<file path="src/rtl/cpu2_pkg.sv">
// Shared types and constants for the cpu2 accumulator machine:
// opcode and sequencer encodings, default widths and RAM power-up image.
package cpu2_pkg;

   localparam int DEF_WORD_W = 8;
   localparam int DEF_OP_W   = 3;
   localparam int DEF_DEPTH  = 2 ** (DEF_WORD_W - DEF_OP_W);

   typedef enum logic [2:0] {
      OP_LOAD  = 3'b000,
      OP_STORE = 3'b001,
      OP_ADD   = 3'b010,
      OP_SUB   = 3'b011,
      OP_BNE   = 3'b100,
      OP_IN    = 3'b101,
      OP_OUT   = 3'b110,
      OP_HALT  = 3'b111
   } opcode_t;

   typedef enum logic [2:0] {
      S0_FETCH,
      S1_READ,
      S2_DECODE,
      S3_EXEC,
      S4_WB,
      S_HALTED
   } state_t;

   // Demo program: IN; ADD 30; STORE 31; OUT; LOAD 29; BNE 0
   localparam logic [DEF_WORD_W-1:0] RAM_INIT [DEF_DEPTH] = '{
      0: 8'hA0, 1: 8'h5E, 2: 8'h3F, 3: 8'hC0, 4: 8'h1D, 5: 8'h80,
      29: 8'h01, 30: 8'h01,
      default: 8'h00
   };

endpackage

</file>
<file path="src/rtl/hex7seg.sv">
// Hex digit to active-low 7-segment decoder (bit0 = a ... bit6 = g).
module hex7seg (
   input  logic [3:0] val,
   output logic [6:0] seg
);

   always_comb begin
      seg = '1;
      case (val)
         4'h0: seg = 7'h40;
         4'h1: seg = 7'h79;
         4'h2: seg = 7'h24;
         4'h3: seg = 7'h30;
         4'h4: seg = 7'h19;
         4'h5: seg = 7'h12;
         4'h6: seg = 7'h02;
         4'h7: seg = 7'h78;
         4'h8: seg = 7'h00;
         4'h9: seg = 7'h10;
         4'hA: seg = 7'h08;
         4'hB: seg = 7'h03;
         4'hC: seg = 7'h46;
         4'hD: seg = 7'h21;
         4'hE: seg = 7'h06;
         4'hF: seg = 7'h0E;
         default: seg = '1;
      endcase
   end

endmodule

</file>
<file path="src/rtl/cpu2.sv">
// Multi-cycle accumulator CPU with 32-word RAM, switch input and four
// hex displays showing OUTREG and ACC.
module cpu2
   import cpu2_pkg::*;
#(
   parameter int WORD_W = DEF_WORD_W,
   parameter int OP_W   = DEF_OP_W,
   parameter logic [WORD_W-1:0] INIT [2**(WORD_W-OP_W)] = RAM_INIT
) (
   input  logic              clock,
   input  logic              n_reset,
   input  logic [WORD_W-1:0] sw,
   output logic [6:0]        disp0,
   output logic [6:0]        disp1,
   output logic [6:0]        disp2,
   output logic [6:0]        disp3
);

   localparam int AW    = WORD_W - OP_W;
   localparam int DEPTH = 2 ** AW;

   logic [WORD_W-1:0] acc, ir, mdr, outreg;
   logic [AW-1:0]     pc, mar;
   // Power-up image only; reset deliberately leaves RAM untouched
   logic [WORD_W-1:0] ram [DEPTH] = INIT;

   state_t  state, state_nx;
   opcode_t op;

   logic mar_from_pc, fetch, decode, mem_rd, ram_we;
   logic acc_sw, out_ld, branch, wb;

   assign op = opcode_t'(ir[WORD_W-1 -: OP_W]);

   always_ff @(posedge clock or negedge n_reset) begin
      if (!n_reset) state <= S0_FETCH;
      else          state <= state_nx;
   end

   always_comb begin
      state_nx    = state;
      mar_from_pc = 1'b0;
      fetch       = 1'b0;
      decode      = 1'b0;
      mem_rd      = 1'b0;
      ram_we      = 1'b0;
      acc_sw      = 1'b0;
      out_ld      = 1'b0;
      branch      = 1'b0;
      wb          = 1'b0;
      case (state)
         S0_FETCH: begin
            mar_from_pc = 1'b1;
            state_nx    = S1_READ;
         end
         S1_READ: begin
            fetch    = 1'b1;
            state_nx = S2_DECODE;
         end
         S2_DECODE: begin
            decode   = 1'b1;
            state_nx = S3_EXEC;
         end
         S3_EXEC: begin
            state_nx = S0_FETCH;
            case (op)
               OP_LOAD, OP_ADD, OP_SUB: begin
                  mem_rd   = 1'b1;
                  state_nx = S4_WB;
               end
               OP_STORE: ram_we   = 1'b1;
               OP_IN:    acc_sw   = 1'b1;
               OP_OUT:   out_ld   = 1'b1;
               OP_BNE:   branch   = (acc != '0);
               OP_HALT:  state_nx = S_HALTED;
               default:  state_nx = S0_FETCH;
            endcase
         end
         S4_WB: begin
            wb       = 1'b1;
            state_nx = S0_FETCH;
         end
         S_HALTED: state_nx = S_HALTED;
         default:  state_nx = S0_FETCH;
      endcase
   end

   always_ff @(posedge clock or negedge n_reset) begin
      if (!n_reset) begin
         acc    <= '0;
         pc     <= '0;
         ir     <= '0;
         mar    <= '0;
         mdr    <= '0;
         outreg <= '0;
      end else begin
         if (mar_from_pc) mar <= pc;
         if (fetch) begin
            mdr <= ram[mar];
            pc  <= pc + AW'(1);
         end
         if (decode) begin
            ir  <= mdr;
            mar <= mdr[AW-1:0];
         end
         if (mem_rd) mdr    <= ram[mar];
         if (acc_sw) acc    <= sw;
         if (out_ld) outreg <= acc;
         if (branch) pc     <= mar;
         if (wb) begin
            case (op)
               OP_ADD:  acc <= acc + mdr;
               OP_SUB:  acc <= acc - mdr;
               default: acc <= mdr;
            endcase
         end
      end
   end

   always_ff @(posedge clock) begin
      if (ram_we) ram[mar] <= acc;
   end

   // MAR carries the operand address throughout execute
   a_mar_operand: assert property (@(posedge clock) disable iff (!n_reset)
      (state == S3_EXEC) |-> (mar == ir[AW-1:0]));

   hex7seg u_disp0 (.val(outreg[3:0]), .seg(disp0));
   hex7seg u_disp1 (.val(outreg[7:4]), .seg(disp1));
   hex7seg u_disp2 (.val(acc[3:0]),    .seg(disp2));
   hex7seg u_disp3 (.val(acc[7:4]),    .seg(disp3));

endmodule

</file>
<file path="config.mk">
export PLATFORM = sky130hd
export DESIGN_NAME = cpu2
export DESIGN_NICKNAME = d
export VERILOG_FILES = /design/src/rtl/cpu2_pkg.sv /design/src/rtl/hex7seg.sv /design/src/rtl/cpu2.sv
export SDC_FILE = /design/constraint.sdc
export NUM_CORES = 1
export LEC_CHECK = 0
export BUFFER_PORTS_ARGS = -buffer_cell sky130_fd_sc_hd__buf_4
export CAP_MARGIN = 20
export CORE_MARGIN = 2
export CORE_UTILIZATION = 30
export DETAILED_ROUTE_END_ITERATION = 10
export GPL_ROUTABILITY_DRIVEN = 0
export SYNTH_ARGS = -nofsm -noshare
export SYNTH_HDL_FRONTEND = slang
export SYNTH_HIERARCHICAL = 1
export SYNTH_SLANG_ARGS = --single-unit
</file>
<file path="constraint.sdc">
create_clock -name clock -period 3 [get_ports clock]
set_clock_uncertainty 0.05 [all_clocks]
set_input_delay 0.3 -clock clock [delete_from_list [all_inputs] [get_ports clock]]
set_output_delay 0.3 -clock clock [all_outputs]
set_load 0.05 [all_outputs]
</file>
==> results.yml <==
finish:
  post-route-util_pct: 35.7
  final_nets: 1078
  fillers: 4253
  diodes: 0
  multi_input_area_um2: 4390
  regArea_um2: 8690
  drive_gt1_share_pct: 18.7
  syn_to_final_growth_pct: 17.8
routing:
  wirelength_um: 33800
  drc: 0
  via_per_inst: 4.99
  drt-pass1-iter-count: 5
  wire_per_inst_um: 20.5
  num_vias: 8207
  ant_nets: 0
  drtIter0Drc: 641
critical_path:
  slowest_delay_ps: 620
  crit_type: "reg -> out"
  worstSetupStartpointType: "flop"
  crit_fanout: 8
  crit_required_ps: 2650
  crit_top_cell: "inv_1"
  worstSetupStartpoint: "acc[1]"
  path_delay_family: "flip-flops"
  regToRegSetupSlack_ps: 400
  slowest_stage: "dfrtp_1"
  critical_path_arrival_ps: 2470
  rr_worst_depth: 11
  cp_num_buf_inv: 3
  r2r_start: "ir[7]"
  critPathCaptureType: "output port"
  r2r-end: "acc[7]"
  path_cells: "inv_1, ha_1, inv_1, mux4_1, buf_4"
grt:
  grt_overflow: 0
  antenna_found_initial: 0
  grt_pass1_wl_um: 51000
  grt_pass1_vias: 8091
  grt.total_usage_pct: 14.4
  grt_max_degree: 41
sta:
  setup_tns_ps: 0
  max_freq_mhz: 354
  final-max-slew-violation-count: 0
  fin_crit_sh_pct: 94.1
  fin_crit_ps: 2820
  tightest_slew_ps: 635
  setup_viol: 0
  max_slew_margin_pct: 57.5
  final-hold-violation-count: 0
  rsz0062_at_grt: "no"
  fin_ws_ps: 176
worst_hold_path:
  holdPathEnd: "acc[5]"
  min-delay-start: "sw[5]"
  holdPathStages: 3
  hp-class: "in -> reg"
synth:
  async_flop_share_pct: 13.5
  syn_inst: 913
  synth_nets: 961
  synth_top_cell_by_area: "edfxtp_1"
  yosys_most_used_dff: "edfxtp_1"
  synth.lib_cells_used.distinct: 51
  syn-cell-area_um2: 13400
  synth_edf_count: 256
  synth_area_per_cell_um2: 14.7
  synth.yosys.seq_area_share_pct: 64.8
  synth_compound_area_share_pct: 6.74
  synth-adder-area-share_pct: 3.60
  synthSimpleGateAreaFrac_pct: 7.47
  synth-seq-cells: 296
  yosys.area.top_type_share_pct: 57.3
  synth.area.mux_share_pct: 13.9
  synth-xor-area-share_pct: 1.04
  synth_top_family_by_area: "multiplexers"
  ys.warnings.count: 6
  yosys-top-cells-area: "edfxtp_1, mux2i_1, dfrtp_1"
floorplan:
  start_util_pct: 30.3
  floorplan.die_area_um2: 46400
  die_w_um: 215
  rows: 77
  die_y_um: 215
  core-area_um2: 44200
  io_pins: 38
clocking:
  root_buffer: "clkbuf_16"
  clk_pin_slew_ps: 70
  clockBufferDepth: 3
  tritoncts: "done"
  cts_setup_buffers: 0
  htree_levels: 1
  insertion_delay_ps: 550
  cts_buffers: 30
  clock-sinks: 296
placement:
  pre_cts_ws_ps: 476
  port_buffers: 37
  dpl.hpwl_um: 22900
pwr:
  powerDensity_nw_per_um2: 507
  peakVddDrop_mv: 0.410
  leakage_nw: 5.25
run_status:
  status: "finished, final reports clean"
run:
  maxCapViolCount: 0
-- what timing repair did --
action | CTS | global route
endpoints found under the hold margin | 44 | 0
hold buffers | 5 | 0
gates resized for setup | 0 | 0
-- cell usage after synthesis, types with 9 or more instances --
| library cell | instances |
|---|---|
| edfxtp_1 | 256 |
| mux2i_1 | 142 |
| nor2_1 | 66 |
| o22ai_1 | 58 |
| nand2_1 | 45 |
| dfrtp_1 | 40 |
| ha_1 | 37 |
| o21ai_0 | 28 |
| a21oi_1 | 21 |
| mux2_2 | 18 |
| inv_1 | 17 |
| buf_2 | 16 |
| nor4_1 | 14 |
| buf_6 | 11 |
| nand2b_1 | 11 |
| nand3_1 | 11 |
| nor2b_1 | 11 |
| xnor2_1 | 9 |
-- how the worst max path moves through the flow --
stage | depth (start not counted) | end
6_report | 5 | disp2[3]
5_1_grt | 6 | disp2[0]
4_1_cts | 6 | disp2[0]
3_5_place_dp | 11 | acc[7]
3_3_place_gp | 11 | acc[6]
2_1_floorplan | 3 | disp2[0]
-- layout by cell type, fill, tap and decap left out, drive strengths merged, types with 4 or more instances in the layout --
master / count
a32o: 4
nor4: 16
dfrtp: 40
clkbuf: 36
a22o: 8
mux2i: 142
xor2: 7
edfxtp: 256
mux2: 18
a21oi: 21
dlygate4sd3: 5
a31oi: 5
inv: 17
clkinv: 18
or3b: 5
o21ai: 28
nand2: 45
a21o: 8
nor2: 66
xnor2: 9
nand3b: 4
nor3: 4
nand3: 12
and2b: 4
nand2b: 11
ha: 37
o22ai: 58
a211oi: 4
buf: 120
nor2b: 12
mux4: 10
-- flip-flops by register name, indices dropped and copies added (netlist names) --
signal,flops
ram,256
acc,8
mdr,8
outreg,8
mar,5
pc,5
ir,3
state,3
-- logic make-up (layout without fill, tap and decap cells) --
| family | after synthesis | in the layout |
|---|---|---|
| AOI/OAI and AO/OA | 144 | 144 |
| xor gates and xnor gates | 16 | 16 |
| adders and majority gates | 38 | 38 |
| buffers and inverters | 57 | 198 |
| DFF | 296 | 296 |
| muxes | 170 | 170 |
| and+or+nand+nor | 192 | 192 |
-- layer usage --
metal  track usage, %  wire length (µm)
met1             20.2             15400
met3             2.23              1790
met2             23.5             15900
met4             3.22               704
met5                0                 0
-- where the power goes --
group	internal, mW	leakage (nW)	switching (mW)
logic	0.0117	2.08	0.0135
registers	4.41	2.71	0
clock network	2.04	0.458	1.53
total	6.46	5.25	1.54
-- worst register-to-register path, stage by stage, from the launching register on --
cell and delay (ps):
dfrtp_1 490, nor2b_1 270, and2_1 230, nor2_1 80, xnor2_1 140, ha_1 330
and3_1 200, a21oi_1 190, nand3_1 110, o211ai_1 140, xnor2_1 160, a31oi_1 100
-- cell type report --
type	instances	area share, %
clock inverter	20	0.855
timing repair buffer	125	6.18
multi-input combinational	560	27.8
tap	592	4.69
inverter	17	0.404
sequential	296	55.0
clock buffer	36	5.03
-- per-stage QoR --
stage | power [mW] | instances | instance area [µm²] | hold slack (ps)
6_report | 8.00 | 1646 | 15800 | 7.29
5_1_grt | 8.20 | 1646 | 15800 | 32.7
4_1_cts | 8.04 | 1646 | 15800 | 1.55
3_5_place_dp | 4.52 | 1585 | 14800 | 276
3_3_place_gp | 4.52 | 1585 | 14800 | 273
2_1_floorplan | 4.50 | 913 | 13400 | -45.6
(Power assumes the default switching activity.)
